[config.mk]
export PLATFORM = sky130hd
export DESIGN_NAME = pipeline_ctrl
export DESIGN_NICKNAME = d
export VERILOG_FILES = /design/src/rtl/pipeline_ctrl.sv
export SDC_FILE = /design/constraint.sdc
export NUM_CORES = 1
export LEC_CHECK = 0
export BUFFER_PORTS_ARGS = -buffer_cell sky130_fd_sc_hd__buf_2
export CAP_MARGIN = 10
export CELL_PAD_IN_SITES_DETAIL_PLACEMENT = 1
export CELL_PAD_IN_SITES_GLOBAL_PLACEMENT = 2
export CORE_MARGIN = 4
export CORE_UTILIZATION = 33
export DETAILED_ROUTE_END_ITERATION = 10
export PLACE_DENSITY = 0.86
export RECOVER_POWER = 50
export SYNTH_ARGS = -nofsm -noshare
export SYNTH_HDL_FRONTEND = slang
export SYNTH_SLANG_ARGS = --single-unit
[constraint.sdc]
create_clock -name clk -period 2.3 [get_ports clk]
set_input_delay 0.23 -clock clk [delete_from_list [all_inputs] [get_ports clk]]
set_output_delay 0.23 -clock clk [all_outputs]
set_load 0.03 [all_outputs]
[src/rtl/pipeline_ctrl.sv]
// rtl/pipeline_ctrl.sv - 5-stage pipeline sequencer: hazard merge, memory-wait freeze, timeout halt.
// Optional statistics counters are enabled by defining PIPE_CTRL_STATS_EN.
module pipeline_ctrl #(
  parameter int unsigned MEM_TIMEOUT = 16,
  parameter int unsigned CNT_W       = 32
) (
  input  logic             clk,
  input  logic             rst,
  input  logic             load_use_stall,
  input  logic             branch_taken,
  input  logic             dmem_req,
  input  logic             dmem_ack,
  output logic             pc_we,
  output logic             if_id_we,
  output logic             id_ex_we,
  output logic             ex_mem_we,
  output logic             mem_wb_we,
  output logic             if_id_flush,
  output logic             id_ex_flush,
  output logic             halted,
  output logic [1:0]       state_o
`ifdef PIPE_CTRL_STATS_EN
  ,
  output logic [CNT_W-1:0] stall_cnt,
  output logic [CNT_W-1:0] flush_cnt
`endif
);

  typedef enum logic [1:0] {
    RUN      = 2'd0,
    MEM_WAIT = 2'd1,
    HALT     = 2'd2
  } state_t;

  state_t     state_q;
  logic [7:0] wait_cnt_q;
  logic       halted_q;

  logic       mem_pending;
  logic       ack_eff;
  logic [4:0] we;
  logic [1:0] flush;

  assign mem_pending = dmem_req & ~dmem_ack;
  // A request dropped while waiting is a protocol error; treat it as completion.
  assign ack_eff     = dmem_ack | ~dmem_req;

  always_comb begin
    we    = 5'b00000;
    flush = 2'b00;
    if (!rst) begin
      unique case (state_q)
        RUN: begin
          if (!mem_pending) begin
            if (branch_taken) begin
              we    = 5'b11111;
              flush = 2'b11;
            end else if (load_use_stall) begin
              we    = 5'b00111;
              flush = 2'b01;
            end else begin
              we    = 5'b11111;
            end
          end
        end
        MEM_WAIT: begin
          // ID/EX were frozen, so their hazard inputs still describe the current instructions.
          if (ack_eff) begin
            if (branch_taken) begin
              we    = 5'b11111;
              flush = 2'b11;
            end else if (load_use_stall) begin
              we    = 5'b00111;
              flush = 2'b01;
            end else begin
              we    = 5'b11111;
            end
          end
        end
        default: begin
          we    = 5'b00000;
          flush = 2'b00;
        end
      endcase
    end
  end

  assign {pc_we, if_id_we, id_ex_we, ex_mem_we, mem_wb_we} = we;
  assign {if_id_flush, id_ex_flush} = flush;
  assign halted  = halted_q;
  assign state_o = state_q;

  always_ff @(posedge clk or posedge rst) begin
    if (rst) begin
      state_q    <= RUN;
      wait_cnt_q <= 8'd0;
      halted_q   <= 1'b0;
    end else begin
      unique case (state_q)
        RUN: begin
          if (mem_pending) begin
            state_q    <= MEM_WAIT;
            wait_cnt_q <= 8'd1;
          end
        end
        MEM_WAIT: begin
          if (ack_eff) begin
            state_q    <= RUN;
            wait_cnt_q <= 8'd0;
          end else begin
            if (wait_cnt_q == 8'(MEM_TIMEOUT)) begin
              state_q  <= HALT;
              halted_q <= 1'b1;
            end
            if (wait_cnt_q != 8'hFF) begin
              wait_cnt_q <= wait_cnt_q + 8'd1;
            end
          end
        end
        HALT: begin
          halted_q <= 1'b1;
        end
        default: begin
          state_q <= RUN;
        end
      endcase
    end
  end

`ifdef PIPE_CTRL_STATS_EN
  logic [CNT_W-1:0] stall_cnt_q, stall_cnt_d;
  logic [CNT_W-1:0] flush_cnt_q, flush_cnt_d;

  always_comb begin
    stall_cnt_d = stall_cnt_q;
    flush_cnt_d = flush_cnt_q;
    if (state_q != HALT && !pc_we && stall_cnt_q != '1) begin
      stall_cnt_d = stall_cnt_q + 1'b1;
    end
    if (if_id_flush && flush_cnt_q != '1) begin
      flush_cnt_d = flush_cnt_q + 1'b1;
    end
  end

  always_ff @(posedge clk or posedge rst) begin
    if (rst) begin
      stall_cnt_q <= '0;
      flush_cnt_q <= '0;
    end else begin
      stall_cnt_q <= stall_cnt_d;
      flush_cnt_q <= flush_cnt_d;
    end
  end

  assign stall_cnt = stall_cnt_q;
  assign flush_cnt = flush_cnt_q;
`endif

endmodule

==> impl.org <==
** Floorplanning
- Row cnt :: 16
- In this run the horizontal extent of the chip is approximately 54 um.
- In this run the count of I/O pins placed on the die edge is 16.
- In this run the vertical extent of the chip is about 54 um.
- Area inside the core boundary :: between 1500 and 2000 sq um
- Starting utilization of the core area :: about a third
- Die outline area :: between 2000 and 3000 sq um

** Drt
- For this run, design rule violations remaining after detail routing come to 0.
- After detailed routing, the total wire length is approximately 1700 um.
- Detail-routed via count per cell :: between 5 and 6
- The routed layout has 649 vias.
- The pre-antenna-repair detailed-routing pass consisted of 3 iterations.
- In this run the remaining antenna-violating nets after routing total 0.
- Routed wl met2 :: between 800 and 900 um
- Signal routing reaches up to met4.
- First-iteration detailed-routing DRC count :: 4
- After detailed routing, the met3 layer carries between 100 and 150 um of wire.
- Routed wire per std cell :: roughly 15 um
- After detailed routing, the wire length on met1 is 748 um.

** STA
- Clock skew on the completed layout was measured at 0.008510 ns.
- In the final timing run, aggregate negative setup slack is 0 ns.
- Final period demand of the worst path :: between 1.5 and 2 ns
- Setup repair after global routing left no endpoint under its margin.
- The final critical path takes up about four fifths of the cycle.
- Slew at the pin closest to its max-slew limit :: roughly 0.44 ns
- Worst-case setup margin in the final layout :: approximately 0.47 ns
- Fmax :: between 0.5 and 0.6 GHz
- Setup violation total in the final timing report :: 0
- The number of slew-limit violations in the final report came to 0.
- In this run the tightest slew margin relative to its limit is 70.83%.
- Number of endpoints with negative hold slack in the final report :: 0

** Finish
- Layout overhead on the synthesized area :: 16.07%
- Fraction of layout instances using a drive strength above 1 :: 22.22%
- Post-route insts no fill :: 117
- The number of antenna diodes in the final layout is 0.
- Once layout is done, the placed cells without fillers occupy approximately 800 sq um.
- The final layout contains 99 nets.

** Clocking
- TritonCTS built the clock tree.
- Inserted Clock Buffers :: 3
- Clock Tree Buf Depth :: 2
- Insertion delay of the later-clocked pin in the worst-skew pair :: roughly 0.28 ns
- Depth of the CTS H-tree :: 1
- Number of cells upsized or downsized after cts :: 0
- The clock drives 11 sinks.
- Clock-pin slew was measured on the worst setup and hold paths at approximately 0.07 ns.
- CTS root buf :: clkbuf_4

** Worst setup path
- Start point of the critical path :: rst
- The worst setup path is captured at an output port.
- The critical path is of the primary input to output port type.
- The number of buffers and inverters on the critical path is 3.
- Start of the worst register-to-register path :: wait_cnt_q[0]
- Crit path cell chain :: dlygate4sd3_1 -> clkbuf_1 -> nor3_2 -> a21boi_1 -> buf_2
- Data on the critical path is required at its endpoint by approximately 2.1 ns.
- The slowest stage of the critical path is the dlygate4sd3_1 cell.
- Family with the most delay on the worst path :: buffers and inverters
- In this design, the stage delay of the slowest critical-path cell is ~0.53 ns.
- Peak fanout along the critical path :: 5
- Data on the critical path arrives at its endpoint at approximately 1.6 ns.
- Nature of the critical path startpoint :: primary input

** Worst hold path
- Kind of path behind the tightest hold check :: primary input to register
- In this run the most critical hold path is launched from dmem_ack.

** Synth
- The most common cell in the synthesized netlist is dfrtp_1.
- After synthesis, the largest area contributor takes up 39.71% of total cell area.
- Counting distinct cell types in the post-synthesis netlist gives 34.
- The largest total area in the synthesized netlist belongs to dfrtp_1.
- During synthesis, Yosys emitted a total of 0 warnings.
- Cell area after technology mapping :: 693.2 sq um
- Fraction of the yosys area taken by sequential cells :: just under 40%
- In the synthesized netlist the dominant register cell turns out to be dfrtp_1.
- After synthesis, the mean cell area works out to 9.367 sq um.
- The synthesized design contains 0 enable-type register cells.
- Synthesized netlist cell count :: 74
- Leading cell types by count after synthesis :: 11 x dfrtp_1, 7 x inv_1, 6 x a21oi_1
- By area the synthesized netlist is led by dfrtp_1 40%, a31oi_1 4.5%, a21oi_1 4.3%, inv_1 3.8%, ha_1 3.6%.
- Counting flops and latches in the post-synthesis netlist gives 11.
- Mapped Nets :: slightly above 80
- Async set or reset register ratio after synthesis :: between 90% and 100%

** Placed design
- Weighted congestion at the end of routability-driven global placement :: around 0.75
- Number of buffers added on ports :: 15
- After detailed placement, the total cell area comes to between 700 and 800 sq um.
- Detailed placement HPWL :: 1351 um
- Cell count after placement :: 112
- OpenSTA, run right after detailed placement, puts the worst setup slack at 0.6532 ns.

** Flow run
- Number of violations of the max-capacitance limit :: 0

** Status
- Run status :: complete, no violations

** Power and ir drop
- Summing internal, switching and leakage power gives about 0.43 mW.
- Maximum resistive drop on vdd :: roughly 0.24 mV
- Dividing total power by cell area gives a power density of approximately 530 nW/um^2.
- Leakage power :: around 0.35 nW

** Global routing
- After global routing the overflow that remains totals 0.
- Number of antenna violations at the first check in global routing :: 0
- Entering global routing, the biggest net connects 12 pins.
- Global routing used 15.30% of the available tracks across all layers.
- Number of global-route vias before repair :: around 700
- The first global-routing pass estimated 3105 um of wire.
through the flow:
step / utilization (%) / hold WS [ns]
4_1_cts: 41.16 / 0.2846
5_1_grt: 40.59 / 0.2998
3_5_place_dp: 39.33 / 0.2838
3_3_place_gp: 39.33 / 0.2785
2_1_floorplan: - / 0.08244
6_report: 40.59 / 0.2826
logic make-up after synthesis:
kind of cell	count (synthesis)	share of synthesized area, %
AO/OA/AOI/OAI	23	22.38
adder cells (fa/ha/maj)	2	3.610
buffers and inverters	11	7.762
flip-flops	11	39.71
AND/OR/NAND/NOR	27	26.54
sequential cells by signal, indices dropped and copies added (netlist names):
| register | flops |
|---|---|
| wait_cnt_q | 8 |
| state_o | 2 |
| halted | 1 |
worst reg2reg max path: cells and delay by family (launching register included):
| kind | cells | cell delay [ns] |
|---|---|---|
| DFF | 1 | 0.44 |
| AOI/OAI and AO/OA | 2 | 0.43 |
| and+or+nand+nor | 2 | 0.42 |
| adders and majority gates | 1 | 0.27 |
worst paths after layout:
kind | slack (ns) | depth (start not counted) | endpoint
hold reg to reg | 0.47 | 1 | halted
max in group asynchronous | 1.48 | 3 | wait_cnt_q[7]
min in group asynchronous | 0.51 | 3 | state_o[1]
hold / removal | 0.28 | 3 | state_o[0]
setup reg to reg | 0.61 | 5 | wait_cnt_q[6]
setup / recovery | 0.47 | 5 | pc_we
power breakdown:
group / switching (mW) / total, mW / internal (mW) / leakage (nW)
logic: 0.0494 / 0.0756 / 0.0263 / 0.181
clock network: 0.0732 / 0.141 / 0.0673 / 0.0150
registers: 0.0123 / 0.213 / 0.200 / 0.150
total: 0.135 / 0.429 / 0.294 / 0.346
cells in the final DEF, fill, tap and decap left out, types with 2 or more instances in the layout:
cell type,count
nand2_1,5
clkbuf_1,5
ha_1,2
dfrtp_1,11
nand3_1,2
clkbuf_4,3
nor2_1,2
a21oi_1,6
inv_1,7
o21ai_0,4
o21a_1,2
buf_2,11
nand4_1,2
a31oi_1,5
nand4bb_1,2
timing repair:
action,CTS,global route
buffers inserted,0,0
hold buffers,1,0
endpoints found under the hold margin,11,0
layout make-up:
class | instances | area, sq um
clock buffer | 4 | 26.28
tap | 27 | 33.78
multi-input combinational | 52 | 362.8
inverter | 7 | 26.28
timing repair buffer | 16 | 80.08
sequential | 11 | 275.3
fill | 252 | 1177
per-layer routing:
layer / global-route usage [%] / vias to the layer above
li1: - / 302
met1: 17.57 / 325
met2: 25.60 / 17
met3: 2.770 / 5
met4: 10.21 / 0
met5: 0 / -
Note: power is estimated with default switching activity, not from simulation.
